`config.mk`:
```
export PLATFORM = sky130hd
export DESIGN_NAME = ifetch_unit_flat
export DESIGN_NICKNAME = d
export VERILOG_FILES = /design/src/rtl/ifu_pkg.sv /design/src/rtl/ifetch_unit_if.sv /design/src/rtl/ifu_jal_target.sv /design/src/rtl/ifetch_unit.sv /design/src/flat_wrapper.sv
export SDC_FILE = /design/constraint.sdc
export NUM_CORES = 1
export LEC_CHECK = 0
export CAP_MARGIN = 20
export CORE_ASPECT_RATIO = 0.7
export CORE_MARGIN = 2
export CORE_UTILIZATION = 28
export CTS_CLUSTER_SIZE = 24
export DETAILED_ROUTE_END_ITERATION = 6
export DONT_BUFFER_PORTS = 1
export PLACE_DENSITY = 0.51
export SLEW_MARGIN = 20
export SYNTH_ARGS = -nofsm -noshare
export SYNTH_HDL_FRONTEND = slang
export SYNTH_SLANG_ARGS = --single-unit
```
`constraint.sdc`:
```
create_clock -name clk -period 2.69 [get_ports clk]
set_input_delay 0.538 -clock clk [delete_from_list [all_inputs] [get_ports clk]]
set_output_delay 0.538 -clock clk [all_outputs]
set_load 0.02 [all_outputs]
```
`src/rtl/ifu_pkg.sv`:
```
// Shared types and constants for the instruction fetch unit.
package ifu_pkg;

    typedef enum logic [1:0] {
        S_RESET = 2'd0,
        S_REQ   = 2'd1,
        S_HOLD  = 2'd2
    } ifu_state_t;

    localparam logic [6:0]  OPC_JAL      = 7'b1101111;
    localparam logic [31:0] IFU_NOP_INST = 32'h0000_0013;
    localparam logic [31:0] IFU_RESET_PC = 32'h0000_0000;

endpackage

```
`src/rtl/ifetch_unit_if.sv`:
```
// Instruction memory read bus: word request with a ready handshake.
interface ifetch_unit_if;
    logic        imem_req_o;
    logic [31:0] imem_addr_o;
    logic [31:0] imem_rdata_i;
    logic        imem_ready_i;

    modport master (
        output imem_req_o,
        output imem_addr_o,
        input  imem_rdata_i,
        input  imem_ready_i
    );

    modport slave (
        input  imem_req_o,
        input  imem_addr_o,
        output imem_rdata_i,
        output imem_ready_i
    );
endinterface

```
`src/rtl/ifu_jal_target.sv`:
```
// Combinational JAL detect and target computation (PC + sign-extended J-immediate).
module ifu_jal_target
    import ifu_pkg::*;
(
    input  logic [31:0] i_pc,
    input  logic [31:12] i_imm_bits,
    input  logic [6:0]  i_opcode,
    output logic        o_is_jal,
    output logic [31:0] o_target
);
    logic [31:0] w_imm;

    // J-type immediate: imm[20|10:1|11|19:12] lives in inst[31:12]
    assign w_imm = {{11{i_imm_bits[31]}}, i_imm_bits[31], i_imm_bits[19:12],
                    i_imm_bits[20], i_imm_bits[30:21], 1'b0};

    assign o_is_jal = (i_opcode == OPC_JAL);
    assign o_target = i_pc + w_imm;
endmodule

```
`src/rtl/ifetch_unit.sv`:
```
// Instruction fetch stage: PC, imem handshake, one-entry skid for stalls,
// redirect handling. Optional macro IFU_JAL_EARLY_EN enables early JAL
// following in fetch.
module ifetch_unit
    import ifu_pkg::*;
#(
    parameter logic [31:0] RESET_PC = IFU_RESET_PC,
    parameter logic [31:0] NOP_INST = IFU_NOP_INST
) (
    input  logic          clk,
    input  logic          rst,
    input  logic          stall_i,
    input  logic          redirect_i,
    input  logic [31:0]   redirect_pc_i,
    ifetch_unit_if.master imem,
    output logic [31:0]   pc_o,
    output logic [31:0]   inst_o,
    output logic          inst_valid_o,
    output logic          jal_taken_o,
    output logic          flush_o,
    output logic          misalign_o
);
    ifu_state_t  r_state;
    logic        r_req;
    logic [31:0] r_pc;
    logic        r_skid_vld;
    logic [31:0] r_skid_inst;
    logic        r_skid_jal;
    logic [31:0] r_pc_o;
    logic [31:0] r_inst;
    logic        r_vld;
    logic        r_jal;
    logic        r_flush;
    logic        r_misalign;

    logic        w_accept;
    logic [31:0] w_next_pc;
    logic        w_acc_jal;

    assign w_accept = r_req & imem.imem_ready_i;

`ifdef IFU_JAL_EARLY_EN
    // The instruction whose successor is being chosen: skid content when
    // draining from S_HOLD, otherwise the live memory response.
    logic [31:0] w_src_inst;
    logic [31:0] w_jal_tgt;
    logic        w_is_jal;

    assign w_src_inst = (r_state == S_HOLD) ? r_skid_inst : imem.imem_rdata_i;

    ifu_jal_target u_jal_target (
        .i_pc       (r_pc),
        .i_imm_bits (w_src_inst[31:12]),
        .i_opcode   (w_src_inst[6:0]),
        .o_is_jal   (w_is_jal),
        .o_target   (w_jal_tgt)
    );

    assign w_acc_jal = w_is_jal;
    assign w_next_pc = w_is_jal ? w_jal_tgt : r_pc + 32'd4;
`else
    assign w_acc_jal = 1'b0;
    assign w_next_pc = r_pc + 32'd4;
`endif

    // Fetch FSM: PC, skid and output register, all registered outputs
    always_ff @(posedge clk) begin
        if (!rst) begin
            r_state     <= S_RESET;
            r_req       <= 1'b0;
            r_pc        <= RESET_PC;
            r_skid_vld  <= 1'b0;
            r_skid_inst <= NOP_INST;
            r_skid_jal  <= 1'b0;
            r_pc_o      <= RESET_PC;
            r_inst      <= NOP_INST;
            r_vld       <= 1'b0;
            r_jal       <= 1'b0;
            r_flush     <= 1'b0;
            r_misalign  <= 1'b0;
        end else begin
            r_flush <= 1'b0;
            if (redirect_i) begin
                // Redirect wins over stall and handshake; any response this cycle is dropped
                r_pc       <= {redirect_pc_i[31:2], 2'b00};
                r_skid_vld <= 1'b0;
                r_skid_jal <= 1'b0;
                r_inst     <= NOP_INST;
                r_vld      <= 1'b0;
                r_jal      <= 1'b0;
                r_flush    <= 1'b1;
                if (|redirect_pc_i[1:0])
                    r_misalign <= 1'b1;
                r_state    <= S_REQ;
                r_req      <= 1'b1;
            end else begin
                case (r_state)
                    S_RESET: begin
                        r_state <= S_REQ;
                        r_req   <= 1'b1;
                    end
                    S_REQ: begin
                        if (w_accept) begin
                            if (!stall_i) begin
                                r_pc_o <= r_pc;
                                r_inst <= imem.imem_rdata_i;
                                r_vld  <= 1'b1;
                                r_jal  <= w_acc_jal;
                                r_pc   <= w_next_pc;
                            end else begin
                                // Park the response; PC advances when it drains
                                r_skid_vld  <= 1'b1;
                                r_skid_inst <= imem.imem_rdata_i;
                                r_skid_jal  <= w_acc_jal;
                                r_state     <= S_HOLD;
                                r_req       <= 1'b0;
                            end
                        end else if (!stall_i) begin
                            r_inst <= NOP_INST;
                            r_vld  <= 1'b0;
                            r_jal  <= 1'b0;
                        end
                    end
                    S_HOLD: begin
                        if (!stall_i) begin
                            r_pc_o     <= r_pc;
                            r_inst     <= r_skid_inst;
                            r_vld      <= r_skid_vld;
                            r_jal      <= r_skid_jal;
                            r_pc       <= w_next_pc;
                            r_skid_vld <= 1'b0;
                            r_state    <= S_REQ;
                            r_req      <= 1'b1;
                        end
                    end
                    default: begin
                        r_state <= S_RESET;
                        r_req   <= 1'b0;
                    end
                endcase
            end
        end
    end

    assign imem.imem_req_o  = r_req;
    assign imem.imem_addr_o = r_pc;
    assign pc_o             = r_pc_o;
    assign inst_o           = r_inst;
    assign inst_valid_o     = r_vld;
    assign jal_taken_o      = r_jal;
    assign flush_o          = r_flush;
    assign misalign_o       = r_misalign;
endmodule

```
`src/flat_wrapper.sv`:
```
// flat-port wrapper written by rule: the top's interface ports become plain ports
module ifetch_unit_flat import ifu_pkg::*;
#(
    parameter logic [31:0] RESET_PC = IFU_RESET_PC,
    parameter logic [31:0] NOP_INST = IFU_NOP_INST
)
  (clk, rst, stall_i, redirect_i, redirect_pc_i, pc_o, inst_o, inst_valid_o, jal_taken_o, flush_o, misalign_o, imem_imem_req_o, imem_imem_addr_o, imem_imem_rdata_i, imem_imem_ready_i);
  ifetch_unit_if imem_i ();
  input  logic clk;
  input  logic rst;
  input  logic stall_i;
  input  logic redirect_i;
  input  logic [31:0] redirect_pc_i;
  output logic [31:0] pc_o;
  output logic [31:0] inst_o;
  output logic inst_valid_o;
  output logic jal_taken_o;
  output logic flush_o;
  output logic misalign_o;
  output wire logic [$bits(imem_i.imem_req_o)-1:0] imem_imem_req_o;
  output wire logic [$bits(imem_i.imem_addr_o)-1:0] imem_imem_addr_o;
  input wire logic [$bits(imem_i.imem_rdata_i)-1:0] imem_imem_rdata_i;
  input wire logic [$bits(imem_i.imem_ready_i)-1:0] imem_imem_ready_i;
  assign imem_imem_req_o = imem_i.imem_req_o;
  assign imem_imem_addr_o = imem_i.imem_addr_o;
  assign imem_i.imem_rdata_i = imem_imem_rdata_i;
  assign imem_i.imem_ready_i = imem_imem_ready_i;
  ifetch_unit #(.RESET_PC(RESET_PC), .NOP_INST(NOP_INST)) u_core (.clk(clk), .rst(rst), .stall_i(stall_i), .redirect_i(redirect_i), .redirect_pc_i(redirect_pc_i), .imem(imem_i), .pc_o(pc_o), .inst_o(inst_o), .inst_valid_o(inst_valid_o), .jal_taken_o(jal_taken_o), .flush_o(flush_o), .misalign_o(misalign_o));
endmodule
```
==> Implementation_results.wiki, run 1 <==
{| class="wikitable"
! Metric !! Value
|-
| Total CTS buffers || 17
|-
| Clock tree from TritonCTS || done
|-
| Synthesis-to-finish area growth || 17.2%
|-
| Number of max-cap violations || 0
|-
| CTS hold repair buffers || 0
|-
| Area share of the leading cell type in the synthesized netlist || 46.1%
|-
| Post-synthesis mux area share || 0%
|-
| Number of different library cells in the post-synthesis netlist || 43
|-
| Layout Utilization || 33.6%
|-
| Area enclosed by the die boundary || 0.0215 sq mm
|-
| Time the worst path needs with I/O delays and setup || 2.26 ns
|-
| Clock Skew || 0.0123 ns
|-
| CTS clk-pin slew, worst paths || 0.06 ns
|-
| Power density over the cells || 723 mW/mm^2
|-
| Number of nets in the finished design || 763
|-
| Worst EP arrival || 2.61 ns
|-
| IO buf count || 0
|-
| DRC violations left || 0
|-
| Number of slew-limit violations in the final report || 0
|-
| Area of the mapped netlist || 0.00569 sq mm
|-
| Tightest hold margin || 0.219 ns
|-
| Iteration-0 DRC count of the detailed router || 348
|-
| Total instance count after detailed placement || 944
|-
| RSZ-0062 raised after global routing || no
|-
| Final weighted congestion in routability-driven placement || 0.733
|-
| Commonest cells after routing, fill and taps aside || sky130_fd_sc_hd__dfxtp_1 (131), sky130_fd_sc_hd__nand2_1 (114), sky130_fd_sc_hd__a21oi_1 (68), sky130_fd_sc_hd__o21ai_0 (57), sky130_fd_sc_hd__nor2_1 (47)
|-
| Most common cell after layout, fill and taps aside || sky130_fd_sc_hd__dfxtp_1
|-
| Number of antenna repair diodes || 0
|-
| Maximum number of pins on one net before global-route repair || 52
|-
| Post-layout instance area || 0.00666 sq mm
|-
| Dominant register cell in the synthesized netlist || sky130_fd_sc_hd__dfxtp_1
|-
| Post-Synth XOR/XNOR Area || 0.616%
|-
| Worst IR Drop VDD || 0.370 mV
|-
| Cell leakage power || 2.13 nW
|-
| Cells after synthesis || 704
|-
| Run status || finished, final reports clean
|-
| Number of flops mapped to enable cells by yosys || 0
|-
| Clock sink total || 131
|-
| First-pass iteration count of the detailed router || 5
|-
| Warning count from the yosys run || 0
|-
| Area taken by multi-input logic gates || 0.00279 sq mm
|-
| Slew of the pin with the lowest slew margin || 0.660 ns
|-
| Share of layout cells above drive strength 1 || 9.65%
|-
| Proportion of synthesized chip area in sequential cells || 46.1%
|-
| First-pass GRT wire length || 28100 microns
|-
| Post-cts sizing count || 0
|-
| Mean area per synthesized cell || 8.08 sq um
|-
| Simple-gate area share of the yosys netlist || 20.0%
|-
| Count of boundary I/O pins || 170
|-
| Gr usage total || 17.1%
|-
| Post-route fraction of the period consumed by the critical path || 84.1%
|-
| Worst endpoint required time || 3.04 ns
|-
| Total via count after detailed routing || 5094
|-
| Max clock buf depth || 2
|-
| Wirelength per Cell || 18.8 microns
|-
| Worst min-delay path category || in2reg
|-
| Ratio of routed vias to standard cells || 5.22
|-
| Number of buffers inserted to repair setup after CTS || 0
|-
| Setup Crit Path Kind || reg2reg
|-
| Clock Tree Root || sky130_fd_sc_hd__clkbuf_16
|-
| Core Footprint || 0.0199 sq mm
|-
| Number of synthesized register bits || 131
|-
| Adder-cell area share of the yosys netlist || 0.220%
|-
| Total half-perimeter wirelength after legalization and detailed placement || 12600 microns
|-
| Antenna violations before repair || 0
|-
| Final Routed Wirelength || 18300 microns
|-
| FFs w/ async S/R, synth || 0%
|-
| Complex-gate fraction of the synthesized area || 27.4%
|-
| Non-filler cells, final || 975
|-
| Initial Utilization || 28.7%
|-
| Antenna-violating nets left || 0
|-
| Startpoint type of the worst setup path || register
|-
| Fmax || 442 MHz
|-
| Standard-cell row count || 43
|-
| Final hold violation count || 0
|-
| Clock latency reported for the late side of the worst-skew pair || 0.42 ns
|-
| Remaining max-slew budget at the tightest pin || 55.9%
|-
| Register area || 0.00262 sq mm
|-
| Main combinational cell family by area after synthesis || compound AO/OA/AOI/OAI gates
|-
| Top post-synthesis cells by area || sky130_fd_sc_hd__dfxtp_1 (46%), sky130_fd_sc_hd__nand2_1 (7.5%), sky130_fd_sc_hd__a21oi_1 (6.1%)
|-
| Die height || 123 microns
|-
| Peak fanout along the critical path || 17
|-
| Total of endpoints with negative setup slack in the final report || 0
|-
| Area leader, netlist || sky130_fd_sc_hd__dfxtp_1
|-
| Number of fillers in the final layout || 2088
|-
| Endpoint class of the critical path || register
|-
| Total global routing overflow || 0
|-
| Via count of the first global-routing pass || 4464
|-
| Setup TNS || 0 ns
|-
| Cell area after placement || 0.00606 sq mm
|-
| H-Tree Depth || 4
|-
| Overall die width || 174 microns
|}
-- where the power goes --
part / internal, mW / switching [mW] / leakage, nW / total [mW]
Clock: 1.53 / 0.868 / 0.297 / 2.40
Combinational: 0.106 / 0.198 / 0.766 / 0.304
Sequential: 2.00 / 0.116 / 1.07 / 2.12
Total: 3.64 / 1.18 / 2.13 / 4.82
-- critical path, cell delays in order (launching register included) --
cell	delay, ns
sky130_fd_sc_hd__dfxtp_1	0.55
sky130_fd_sc_hd__nand4_1	0.27
sky130_fd_sc_hd__or3_1	0.65
sky130_fd_sc_hd__or4_1	0.55
sky130_fd_sc_hd__a31oi_1	0.16
-- path summary, 6_finish.rpt --
check / startpoint / endpoint / slack (ns) / depth (start not counted)
min: rst / u_core.r_skid_inst[0] / 0.22 / 1
max reg2reg: u_core.imem.imem_addr_o[9] / u_core.imem.imem_addr_o[21] / 0.43 / 4
max: u_core.imem.imem_addr_o[9] / u_core.imem.imem_addr_o[21] / 0.43 / 4
min reg2reg: u_core.r_skid_inst[23] / u_core.r_skid_inst[23] / 0.45 / 2
-- metal layers --
metal / vias to the layer above / GRT usage (%) / share of wire [%]
li1: 2533 / - / -
met4: 0 / 4.73 / 0.96
met1: 2372 / 26.2 / 52
met2: 177 / 21.7 / 39
met5: - / 0 / 0
met3: 12 / 6.00 / 8.9
-- layout make-up --
class                   count  area share [%]
inverters                  12           0.676
clock inverters             8            1.90
multi-input cells         498            41.9
flip-flops and latches    131            39.4
repair buffers             33            3.91
clock buffers              23            7.17
well taps                 270            5.07
-- state kept, by name (all words and copies together) (netlist names) --
register / cells
u_core.inst_o: 32
u_core.r_skid_inst: 32
u_core.imem.imem_addr_o: 30
u_core.pc_o: 30
u_core.r_state: 2
u_core.flush_o: 1
u_core.imem.imem_req_o: 1
u_core.inst_valid_o: 1
u_core.misalign_o: 1
u_core.r_skid_vld: 1
-- Yosys cell counts (4+ instances only) --
cell and instances:
sky130_fd_sc_hd__nand2b_1 8, sky130_fd_sc_hd__nand4_1 7, sky130_fd_sc_hd__o221ai_1 4, sky130_fd_sc_hd__and2_1 5
sky130_fd_sc_hd__buf_2 4, sky130_fd_sc_hd__clkbuf_1 57, sky130_fd_sc_hd__buf_4 5, sky130_fd_sc_hd__o211ai_1 4
sky130_fd_sc_hd__a22oi_1 29, sky130_fd_sc_hd__a211oi_1 35, sky130_fd_sc_hd__xnor2_1 4, sky130_fd_sc_hd__a311oi_1 7
sky130_fd_sc_hd__and3_1 5, sky130_fd_sc_hd__or3_1 6, sky130_fd_sc_hd__and4_1 4, sky130_fd_sc_hd__nand2_1 114
sky130_fd_sc_hd__o41ai_1 5, sky130_fd_sc_hd__or4_1 16, sky130_fd_sc_hd__nor2_1 47, sky130_fd_sc_hd__o21ai_0 57
sky130_fd_sc_hd__dfxtp_1 131, sky130_fd_sc_hd__nand3_1 16, sky130_fd_sc_hd__inv_1 11, sky130_fd_sc_hd__nor2b_1 9
sky130_fd_sc_hd__a31oi_1 14, sky130_fd_sc_hd__o31ai_1 10, sky130_fd_sc_hd__a21oi_1 69
-- stage by stage --
stage               total power [mW]  worst slack, ns
CTS                             4.89            0.448
finish                          4.82            0.429
global route                    5.02            0.306
floorplan                       2.37            0.562
global placement                2.47            0.478
detailed placement              2.46            0.452
-- kinds of logic (layout without fill, tap and decap cells) --
group,after synthesis,after routing
AO/OA/AOI/OAI,246,246
XOR/XNOR,4,4
adder cells (fa/ha/maj),1,1
buffers and inverters,79,76
flip-flops,131,131
other,1,5
AND/OR/NAND/NOR,242,242
No activity file was read; power rests on OpenSTA's default activity.
==> run 2, diff against run 1 <==
- clock period: 2.69 -> 2.21 ns (I/O delays scaled with it)
==> run 2 against run 1 <==
Non-clock buffer count is 18 higher. Global-route usage rose by 0.30 points. Critical path depth increased by 1. Sequential power increased by 20%. Die area unchanged. Count of clock-buffer cells in the layout unchanged. Critical endpoint is now u_core.imem.imem_addr_o[28]. Largest cell class unchanged. Largest power group unchanged.
==> Implementation_results.wiki, run 2 (synthesis gave the netlist of run 1 again) <==
{| class="wikitable"
! Metric !! Value
|-
| CTS hold repair buffers || 0 (unchanged)
|-
| Core Footprint || 0.0199 sq mm (unchanged)
|-
| Cell leakage power || 2.20 nW (+3.5%)
|-
| First-pass iteration count of the detailed router || 4 (-1)
|-
| Total instance count after detailed placement || 962 (+1.9%)
|-
| Post-route fraction of the period consumed by the critical path || 92.6% (+8.6 points)
|-
| Reg2reg end || u_core.imem.imem_addr_o[28]
|-
| Overall die width || 174 microns (unchanged)
|-
| Maximum number of pins on one net before global-route repair || 52 (unchanged)
|-
| DRC violations left || 0 (unchanged)
|-
| Wirelength per Cell || 18.5 microns (-1.5%)
|-
| Clock latency reported for the late side of the worst-skew pair || 0.42 ns (about the same)
|-
| Area enclosed by the die boundary || 0.0215 sq mm (unchanged)
|-
| IO buf count || 0 (unchanged)
|-
| Worst Hold Path Cells || 1 (unchanged)
|-
| Worst R2R Path Depth || 5 (+1)
|-
| Most common cell after layout, fill and taps aside || sky130_fd_sc_hd__dfxtp_1
|-
| Worst EP arrival || 2.39 ns (-0.22 ns)
|-
| Total CTS buffers || 17 (unchanged)
|-
| Startpoint of the most critical setup path || u_core.imem.imem_addr_o[3]
|-
| Remaining max-slew budget at the tightest pin || 56.6% (+0.75 points)
|-
| Synthesis-to-finish area growth || 19.2%
|-
| Post-cts sizing count || 0 (unchanged)
|-
| Number of fillers in the final layout || 2111 (+1.1%)
|-
| Post-route total power || 5.73 mW (+19%)
|-
| Cell area after placement || 0.00621 sq mm (+2.4%)
|-
| Standard-cell row count || 43 (unchanged)
|-
| Flop2flop setup slack || 0.16 ns (-0.27 ns)
|-
| Start of the worst register-to-register path || u_core.imem.imem_addr_o[3]
|-
| Post-layout instance area || 0.00678 sq mm (+1.8%)
|-
| Final hold violation count || 0 (unchanged)
|-
| Power density over the cells || 844 mW/mm^2 (+17%)
|-
| Fmax || 489 MHz (+10%)
|-
| Startpoint type of the worst setup path || register
|-
| Final weighted congestion in routability-driven placement || 0.767 (+4.6%)
|-
| Gr usage total || 17.4% (+0.30 points)
|-
| Peak fanout along the critical path || 7 (-10)
|-
| Setup TNS || 0 ns (unchanged)
|-
| Total global routing overflow || 0 (unchanged)
|-
| Final Routed Wirelength || 18400 microns (+0.31%)
|-
| Start point of the worst hold path || rst
|-
| Endpoint class of the critical path || register
|-
| Count of boundary I/O pins || 170 (unchanged)
|-
| Share of layout cells above drive strength 1 || 12.2% (+2.5 points)
|-
| Number of nets in the finished design || 781 (+2.4%)
|-
| Iteration-0 DRC count of the detailed router || 331 (-4.9%)
|-
| H-Tree Depth || 4 (unchanged)
|-
| Slew of the pin with the lowest slew margin || 0.648 ns (-0.0113 ns)
|-
| Clock sink total || 131 (unchanged)
|-
| Clock tree from TritonCTS || done
|-
| Setup Crit Path Kind || reg2reg
|-
| Die height || 123 microns (unchanged)
|-
| Antenna violations before repair || 0 (unchanged)
|-
| Worst IR Drop VDD || 0.462 mV (+25%)
|-
| Ratio of routed vias to standard cells || 5.20 (-0.48%)
|-
| Non-filler cells, final || 993 (+1.8%)
|-
| Number of buffers inserted to repair setup after CTS || 0 (unchanged)
|-
| Antenna-violating nets left || 0 (unchanged)
|-
| Total of endpoints with negative setup slack in the final report || 0 (unchanged)
|-
| Worst min-delay path category || in2reg
|-
| Total via count after detailed routing || 5163 (+1.4%)
|-
| Via count of the first global-routing pass || 4906 (+9.9%)
|-
| Clock Tree Root || sky130_fd_sc_hd__clkbuf_16
|-
| CTS clk-pin slew, worst paths || 0.06 ns (about the same)
|-
| Number of max-cap violations || 0 (unchanged)
|-
| RSZ-0062 raised after global routing || no
|-
| Run status || finished, final reports clean
|-
| Number of antenna repair diodes || 0 (unchanged)
|-
| Total half-perimeter wirelength after legalization and detailed placement || 12600 microns (-0.21%)
|-
| Number of slew-limit violations in the final report || 0 (unchanged)
|-
| Max clock buf depth || 2 (unchanged)
|-
| Clock Skew || 0.00988 ns (-0.00240 ns)
|-
| Worst endpoint required time || 2.55 ns (-0.49 ns)
|-
| First-pass GRT wire length || 28700 microns (+2.1%)
|-
| Initial Utilization || 28.7% (unchanged)
|-
| Time the worst path needs with I/O delays and setup || 2.05 ns (-0.214 ns)
|-
| Commonest cells after routing, fill and taps aside || sky130_fd_sc_hd__dfxtp_1 (131), sky130_fd_sc_hd__nand2_1 (114), sky130_fd_sc_hd__a21oi_1 (68), sky130_fd_sc_hd__o21ai_0 (57), sky130_fd_sc_hd__buf_4 (49)
|-
| Endpoint of the worst hold path || u_core.r_skid_inst[4]
|}
==> run 2: cell count changes in the layout (fill, tap and decap cells not counted), sizes merged <==
| cell | change |
|---|---|
| buf | +18 |
| clkinvlp | +3 |
| bufinv | -2 |
| clkinv | -1 |
==> run 2: final cells by class <==
class	count	area, sq um	area share, %
multi-input combinational	498	2790	41.2
sequential	131	2620	38.7
clock buffer	23	498	7.34
timing repair buffer	51	408	6.01
tap	270	338	4.98
clock inverter	8	76.3	1.13
inverter	12	45.0	0.664
==> run 2: metal layers <==
layer | vias to the layer above | track usage (%) | routed length [microns]
met2 | 164 | 23.8 | 7290
li1 | 2560 | - | -
met1 | 2428 | 24.6 | 9220
met3 | 11 | 7.07 | 1700
met4 | 0 | 5.51 | 139
met5 | - | 0 | 0
==> run 2: how the worst max path moves through the flow <==
stage                                   to  slack (ns)  depth (start not counted)
2_1_floorplan  u_core.imem.imem_addr_o[20]        0.08                          6
3_3_place_gp   u_core.imem.imem_addr_o[27]        0.23                          5
3_5_place_dp   u_core.imem.imem_addr_o[28]        0.20                          5
4_1_cts        u_core.imem.imem_addr_o[28]        0.19                          5
5_1_grt        u_core.imem.imem_addr_o[28]        0.07                          5
6_report       u_core.imem.imem_addr_o[28]        0.16                          5
==> run 2: through the flow <==
stage          utilization [%]  worst slack [ns]  hold slack (ns)
2_1_floorplan                -            0.0822            0.437
6_report                  34.2             0.163            0.106
3_3_place_gp              31.3             0.231            0.444
3_5_place_dp              31.3             0.201            0.447
5_1_grt                   34.2            0.0696           0.0833
4_1_cts                   34.2             0.187           0.0821
==> run 2: power by group <==
part	total, mW	switching [mW]	internal [mW]
logic	0.435	0.282	0.153
registers	2.54	0.104	2.44
clock network	2.75	1.06	1.69
==> run 2: worst max-delay path: stages, from the launching register on <==
cell	delay [ns]
sky130_fd_sc_hd__dfxtp_1	0.34
sky130_fd_sc_hd__ha_1	0.23
sky130_fd_sc_hd__nand4_1	0.19
sky130_fd_sc_hd__or3_1	0.49
sky130_fd_sc_hd__or4_1	0.54
sky130_fd_sc_hd__o211ai_1	0.17
==> run 3, diff against run 2 <==
- SETUP_SLACK_MARGIN: not set -> 0.02
==> results of run 3 <==
Final layout, timing and power as in run 2 (identical DEF).
